[config.mk]
export PLATFORM = sky130hd
export DESIGN_NAME = vga_timing_gen
export DESIGN_NICKNAME = d
export VERILOG_FILES = /design/src/rtl/vga_timing_gen.sv
export SDC_FILE = /design/constraint.sdc
export NUM_CORES = 1
export LEC_CHECK = 0
export ABC_CLOCK_PERIOD_IN_PS = 2600
export CORE_ASPECT_RATIO = 1.5
export CORE_MARGIN = 2
export CORE_UTILIZATION = 48
export CTS_CLUSTER_SIZE = 40
export DETAILED_ROUTE_END_ITERATION = 7
export PLACE_DENSITY = 0.79
export SYNTH_ARGS = -nofsm -noshare
export SYNTH_HDL_FRONTEND = slang
export SYNTH_SLANG_ARGS = --single-unit
[constraint.sdc]
create_clock -name clk -period 2.6 [get_ports clk]
set_input_delay 0.52 -clock clk [delete_from_list [all_inputs] [get_ports clk]]
set_output_delay 0.52 -clock clk [all_outputs]
set_load 0.005 [all_outputs]
[src/rtl/vga_timing_gen.sv]
// VGA raster timing generator: pixel prescaler, h/v counters, registered
// sync/visible/frame-tick decode, and a one-clk colour/sync output stage.
module vga_timing_gen #(
  parameter int unsigned pA     = 10,
  parameter int unsigned cA     = 4,
  parameter int unsigned DIV    = 2,
  parameter int unsigned H_VIS  = 640,
  parameter int unsigned H_FP   = 16,
  parameter int unsigned H_SYNC = 96,
  parameter int unsigned H_BP   = 48,
  parameter int unsigned V_VIS  = 480,
  parameter int unsigned V_FP   = 10,
  parameter int unsigned V_SYNC = 2,
  parameter int unsigned V_BP   = 33
) (
  input  logic                 clk,
  input  logic                 rst,
  output logic [pA-1:0]        pix_x,
  output logic [pA-1:0]        pix_y,
  output logic                 pix_v,
  output logic                 hsync,
  output logic                 vsync,
  output logic                 img_return,
  input  logic [2:0][cA-1:0]   color_in,
  output logic [cA-1:0]        vga_r,
  output logic [cA-1:0]        vga_g,
  output logic [cA-1:0]        vga_b,
  output logic                 vga_hs,
  output logic                 vga_vs
);

  localparam int unsigned H_TOTAL = H_VIS + H_FP + H_SYNC + H_BP;
  localparam int unsigned V_TOTAL = V_VIS + V_FP + V_SYNC + V_BP;
  localparam int unsigned HS_BEG  = H_VIS + H_FP;
  localparam int unsigned HS_END  = H_VIS + H_FP + H_SYNC;
  localparam int unsigned VS_BEG  = V_VIS + V_FP;
  localparam int unsigned VS_END  = V_VIS + V_FP + V_SYNC;
  localparam int unsigned PW      = (DIV > 1) ? $clog2(DIV) : 1;

  logic [PW-1:0] pre;
  logic          pe;
  logic [pA-1:0] h;
  logic [pA-1:0] v;
  logic [pA-1:0] h_nxt;
  logic [pA-1:0] v_nxt;

  assign pe    = (pre == PW'(DIV - 1));
  assign pix_x = h;
  assign pix_y = v;

  // Next raster position; decoded outputs are registered from these values so
  // that every output describes the same (h,v) as the counters in each cycle.
  always_comb begin
    h_nxt = h;
    v_nxt = v;
    if (pe) begin
      if (h == pA'(H_TOTAL - 1)) begin
        h_nxt = '0;
        v_nxt = (v == pA'(V_TOTAL - 1)) ? '0 : v + pA'(1);
      end else begin
        h_nxt = h + pA'(1);
      end
    end
  end

  // Prescaler, counters and registered timing decode.
  always_ff @(posedge clk or negedge rst) begin
    if (!rst) begin
      pre        <= '0;
      h          <= pA'(H_TOTAL - 1);
      v          <= pA'(V_TOTAL - 1);
      pix_v      <= 1'b0;
      hsync      <= 1'b1;
      vsync      <= 1'b1;
      img_return <= 1'b0;
    end else begin
      pre        <= pe ? '0 : pre + PW'(1);
      h          <= h_nxt;
      v          <= v_nxt;
      pix_v      <= (h_nxt < pA'(H_VIS)) && (v_nxt < pA'(V_VIS));
      hsync      <= !((h_nxt >= pA'(HS_BEG)) && (h_nxt < pA'(HS_END)));
      vsync      <= !((v_nxt >= pA'(VS_BEG)) && (v_nxt < pA'(VS_END)));
      // Only the step onto (0,V_VIS) raises the tick; the following cycle has
      // no pe (DIV>1) or moves to h=1 (DIV=1), so it always lasts one clk.
      img_return <= pe && (h_nxt == '0) && (v_nxt == pA'(V_VIS));
    end
  end

  // Blanked colour and delayed syncs, one clk behind the timing registers.
  always_ff @(posedge clk or negedge rst) begin
    if (!rst) begin
      vga_r  <= '0;
      vga_g  <= '0;
      vga_b  <= '0;
      vga_hs <= 1'b1;
      vga_vs <= 1'b1;
    end else begin
      vga_r  <= pix_v ? color_in[0] : '0;
      vga_g  <= pix_v ? color_in[1] : '0;
      vga_b  <= pix_v ? color_in[2] : '0;
      vga_hs <= hsync;
      vga_vs <= vsync;
    end
  end

endmodule

-- Word-level counts from Yosys, hierarchy flattened
Index checks and enable logic that the tools add are counted.
- latch bits: 0
- output and inout bits: 38
- bits in read-only memories: 0
- bits in writable memories: 0
- memories: 0
- flip-flop bits (word level): 39
- eq/ne operators: 3
- bitwise operators: 0
- shifts and indexed selects: 0
- reductions and logical operators: 8
- magnitude comparators: 6
- divide/modulo/power cells: 0
- muxes and demuxes: 9
- add/sub/neg operators: 3
- $mul: 0
- operators by type and width (operator ; number):
    $mux 10 ; 5
    $add 10x1->10 const B ; 2
    $eq 10x10->1 const B ; 2
    $lt 10x10->1 const B ; 2
    $lt 10x9->1 const B ; 2
    $mux 4 ; 3
    $eq 10x9->1 const B ; 1
    $ge 10x10->1 const B ; 1
    $ge 10x9->1 const B ; 1
    $logic_not 10->1 ; 1
    $logic_and 1x1->1 ; 5
    $logic_not 1->1 ; 2
    $add 1x1->1 const B ; 1
    $mux 1 ; 1

-- Depth between registers and ports, before layout
- depth in word-level cells: 7
- gate-level depth with buffers: 9
- mapped depth without buffers: 8

-- Least setup slack after synthesis
Ideal clock, no wire load.
- kind: reg-to-reg
- from: register h[0], in the netlist pix_x[0]
- to: register vsync
- stages on the path, launching flop included: 9
- required time: 2506 ps
- arrival: 2229 ps
- slack: 277 ps
- clock period less this slack: 2323 ps
- cells stage by stage: dfstp_2 ha_1 and4_1 buf_6 nand4b_4 or4_4 a22oi_2 nand4bb_1 nand4b_1
- word-level cells in the longest chain between the ends: 6
- elaborated cells on any way between the ends: 7
- RTL lines (item ; line ; text):
    start: declaration ; 42 ; logic [pA-1:0] h;
    start signal: assignment ; 70 ; h <= pA'(H_TOTAL - 1);
    start signal: assignment ; 78 ; h <= h_nxt;
    $eq 10x10->1 (*) ; 57 ; if (h == pA'(H_TOTAL - 1)) begin
    $mux 10 (*) ; 57 ;
    $mux 10 (*) ; 56 ; if (pe) begin
    $ge 10x9->1 or $lt 10x9->1 (tied branches) ; 82 ; vsync <= !((v_nxt >= pA'(VS_BEG)) && (v_nxt < pA'(VS_END)));
    $logic_and 1x1->1 (*) ; 82 ;
    $logic_not 1->1 (*) ; 82 ;
    end signal: assignment ; 82 ;
    end: declaration ; 22 ; output logic vsync,
Mark *: on every way between the ends. The rest lies on a longest branch, timed or not.

-- Worst setup path after layout
- from: register v[1], in the netlist pix_y[1]
- to: register vsync
- word-level cells in the longest chain between the ends: 7
- elaborated cells on any way between the ends: 9
- RTL lines (item ; line ; text):
    start: declaration ; 43 ; logic [pA-1:0] v;
    start signal: assignment ; 71 ; v <= pA'(V_TOTAL - 1);
    start signal: assignment ; 79 ; v <= v_nxt;
    $add 10x1->10 or $eq 10x10->1 (tied branches) ; 59 ; v_nxt = (v == pA'(V_TOTAL - 1)) ? '0 : v + pA'(1);
    $mux 10 ; 59 ;
    $mux 10 ; 57 ;
    $mux 10 (*) ; 56 ;
    $ge 10x9->1 or $lt 10x9->1 (tied branches) ; 82 ;
    $logic_and 1x1->1 (*) ; 82 ;
    $logic_not 1->1 (*) ; 82 ;
Marked as above.

==> results by group <==
Die
  • Die area: 4690 µm²
  • # rows: 28
  • Die height: 82.9 µm
  • Num ports: 52
  • Chip Width: 56.6 µm
  • Initial Util: 50.3%
  • Core Box Area: 3960 µm²

Timing
  • Setup-failing EPs final: 0
  • RSZ-0062 raised after global routing: false
  • Final Cycle Share: 96.2%
  • F_max: 0.400 GHz
  • Final Critical Period: 2.50 ns
  • Final Hold Fails: 0
  • Final slew viol count: 0
  • Rel. slew slack: 44.6%
  • Setup TNS: 0 ns
  • Worst Max-Slew Pin Slew: 0.831 ns
  • Final hold slack: 0.321 ns
  • Post-Route Skew: 0.0132 ns

Detailed routing
  • DRT Pass-1 Iters: 4
  • Post-DR vias/cell: 5.73
  • Final ANT Viol Nets: 0
  • Detailed-route via count: 1657
  • Per-cell routed wire length: 15.8 µm
  • Final WL: 4.57 mm
  • Post-route DRC: 0
  • DRT iter0 DRCs: 46

Logic synthesis
  • Asr flop ratio synth: 100%
  • Synth cell types: 51
  • Synth Cell Area: 1990 µm²
  • Syn Nets: 207
  • Ys Warns: 0
  • Syn Inst Count: 190
  • Mapped Avg Cell Area: 10.5 µm²
  • Post-synth EDFFs: 0
  • Seq cells post-synth: 39
  • Seq/Total Area, Yosys: 49.8%
  • Main synth FF type: dfrtp_1

GRT
  • First-pass GRT wire length: 7.49 mm
  • Initial antenna violation count: 0
  • Vias in the first global route: 1585
  • Largest net degree at the start of global routing: 40
  • GRT Overall Usage: 20.2%
  • Grt total ovfl: 0

Placement
  • Hpwl dp: 3.33 mm
  • RePlAce Congestion: 0.960
  • IO Port Bufs: 51

Clocking
  • Worst-Skew Late Latency: 0.30 ns
  • CTS tree: yes
  • H-tree levels: 2
  • CTS Buf Count: 5
  • CTS sink cnt: 39
  • Root Driver: clkbuf_8
  • Longest Clk Path Bufs: 2
  • CTS hold repair buffers: 0
  • Clk slew on worst S/H paths: 0.08 ns

Layout
  • # fillers: 328
  • Commonest non-fill, non-tap cells in the layout: clkdlybuf4s50_1 (50), dfrtp_1 (23), dfstp_2 (14), and2_1 (13), nand3_1 (13)
  • Share of cells above drive strength 1: 16.4%
  • Area Overhead vs Synth: 32.9%
  • Nets: 260
  • Antenna cells: 0
  • Core Util, Final: 66.9%
  • Most common cell after layout, fill and taps aside: clkdlybuf4s50_1

Worst setup path
  • Crit Path Class: flip-flop to flip-flop
  • Crit path arrival time: 2.71 ns
  • CP max FO: 8
  • Max stage delay cell, worst path: or4b_4
  • Worst path required time: 2.81 ns
  • Critical path cell sequence: inv_1 -> ha_1 -> or4b_4 -> nor4_4 -> o21ai_2 -> a211oi_2 -> nand4bb_1 -> nand4b_1
  • Startpoint types: flip-flop
  • Slowest stage delay, CP: 0.49 ns
  • CP Capture Type: flip-flop

Hold path
  • Worst hold path class: input pin to asynchronous set/reset pin

Power
  • LEAKAGE: 1.05 nW
  • Maximum vdd ir drop: 609 µV
  • P per Cell Area: 418 nW/µm²

Status
  • Status: finished clean

Job
  • Max Cap Viol: 0
critical path: cells and delay by family (launching register included):
| kind | cells | cell delay (ns) |
|---|---|---|
| compound gates | 2 | 0.43 |
| fa+ha+maj | 1 | 0.16 |
| simple gates | 4 | 1.24 |
| flops | 1 | 0.47 |
| buf+inv | 1 | 0.12 |
synth_stat cells, drive strengths merged (2+ instances only):
cell type / number / share of area (%)
ha: 3 / 1.9
inv: 8 / 1.5
nor2: 10 / 1.9
nand4: 3 / 0.94
and4: 2 / 0.88
or3: 2 / 0.63
dfrtp: 25 / 31
nand4b: 3 / 2.1
nand3: 13 / 3.3
mux2i: 2 / 1.0
a211oi: 6 / 2.3
clkbuf: 5 / 0.94
nor3: 9 / 2.5
nand2b: 3 / 0.94
buf: 4 / 1.6
xor2: 2 / 0.88
a21oi: 6 / 1.5
o21ai: 5 / 1.3
dfstp: 14 / 18
o2111ai: 2 / 0.88
nor3b: 2 / 0.75
and2: 13 / 4.1
o31ai: 4 / 1.5
nand3b: 2 / 0.75
xnor2: 8 / 3.5
nand2: 12 / 2.3
a21o: 3 / 1.1
what timing repair did:
item	4_1_cts	5_1_grt
setup buffers	0	1
resized for setup	0	6
hold endpoints to repair	0	0
endpoints found under the setup margin	0	2
registers in the layout, indices dropped and copies added, names as in the netlist, 4 cells and up:
register  cells
vga_r         4
pix_x        10
pix_y        10
vga_b         4
vga_g         4
final cells by class:
class	instances	area [µm²]	share of cell area, %
timing repair buffer	55	536	20.2
sequential	39	996	37.6
multi-input combinational	134	932	35.2
clock inverter	2	16.3	0.614
tap	45	56.3	2.13
inverter	8	30.0	1.13
clock buffer	6	82.6	3.12
stage by stage:
| stage | worst slack [ns] | power, W | area [µm²] | std cells |
|---|---|---|---|---|
| 2_1_floorplan | 0.277 | 0.000638 | 1990 | 190 |
| 3_3_place_gp | 0.0525 | 0.000686 | 2530 | 280 |
| 3_5_place_dp | 0.0575 | 0.000687 | 2530 | 280 |
| 4_1_cts | 0.0313 | 0.00112 | 2630 | 288 |
| 5_1_grt | 0.00497 | 0.00115 | 2650 | 289 |
| 6_report | 0.0979 | 0.00111 | 2650 | 289 |
routing by layer:
layer  track usage [%]  wire length (µm)  vias to the layer above  part of all wire, %
met5                 0                 0                        -                    0
met4              7.36               112                        0                  2.5
met3              4.21               225                       13                  4.9
met2              35.1              2480                       56                   54
met1              24.2              1750                      796                   38
li1                  -                 -                      792                    -
power breakdown:
part           internal (W)  switching (W)  leakage, nW
clock network      0.000216       0.000216       0.0474
logic             0.0000363      0.0000197        0.551
registers          0.000617     0.00000240        0.455
final timing paths:
path	from	to	slack, ns	cells past startpoint
worst max register to register	pix_y[1]$_DFF_PN0_	vsync$_DFF_PN1_	0.1	8
min in group clk	hsync$_DFF_PN1_	vga_hs$_DFF_PN1_	0.37	0
worst max-delay path	pix_y[1]$_DFF_PN0_	vsync$_DFF_PN1_	0.1	8
worst min register to register	hsync$_DFF_PN1_	vga_hs$_DFF_PN1_	0.37	0
worst min-delay path	rst	vga_r[0]$_DFF_PN0_	0.32	1
max in group asynchronous	rst	pix_y[0]$_DFF_PN0_	1.71	1
kinds of logic after synthesis:
| group | after synthesis | synth area share [%] |
|---|---|---|
| AND/OR/NAND/NOR | 83 | 25.9 |
| flip-flops | 39 | 49.8 |
| AO/OA/AOI/OAI | 35 | 12.4 |
| buffers and inverters | 17 | 4.02 |
| XOR/XNOR | 10 | 4.39 |
| multiplexers | 3 | 1.57 |
| adder cells (fa/ha/maj) | 3 | 1.88 |
(Power assumes the default switching activity.)
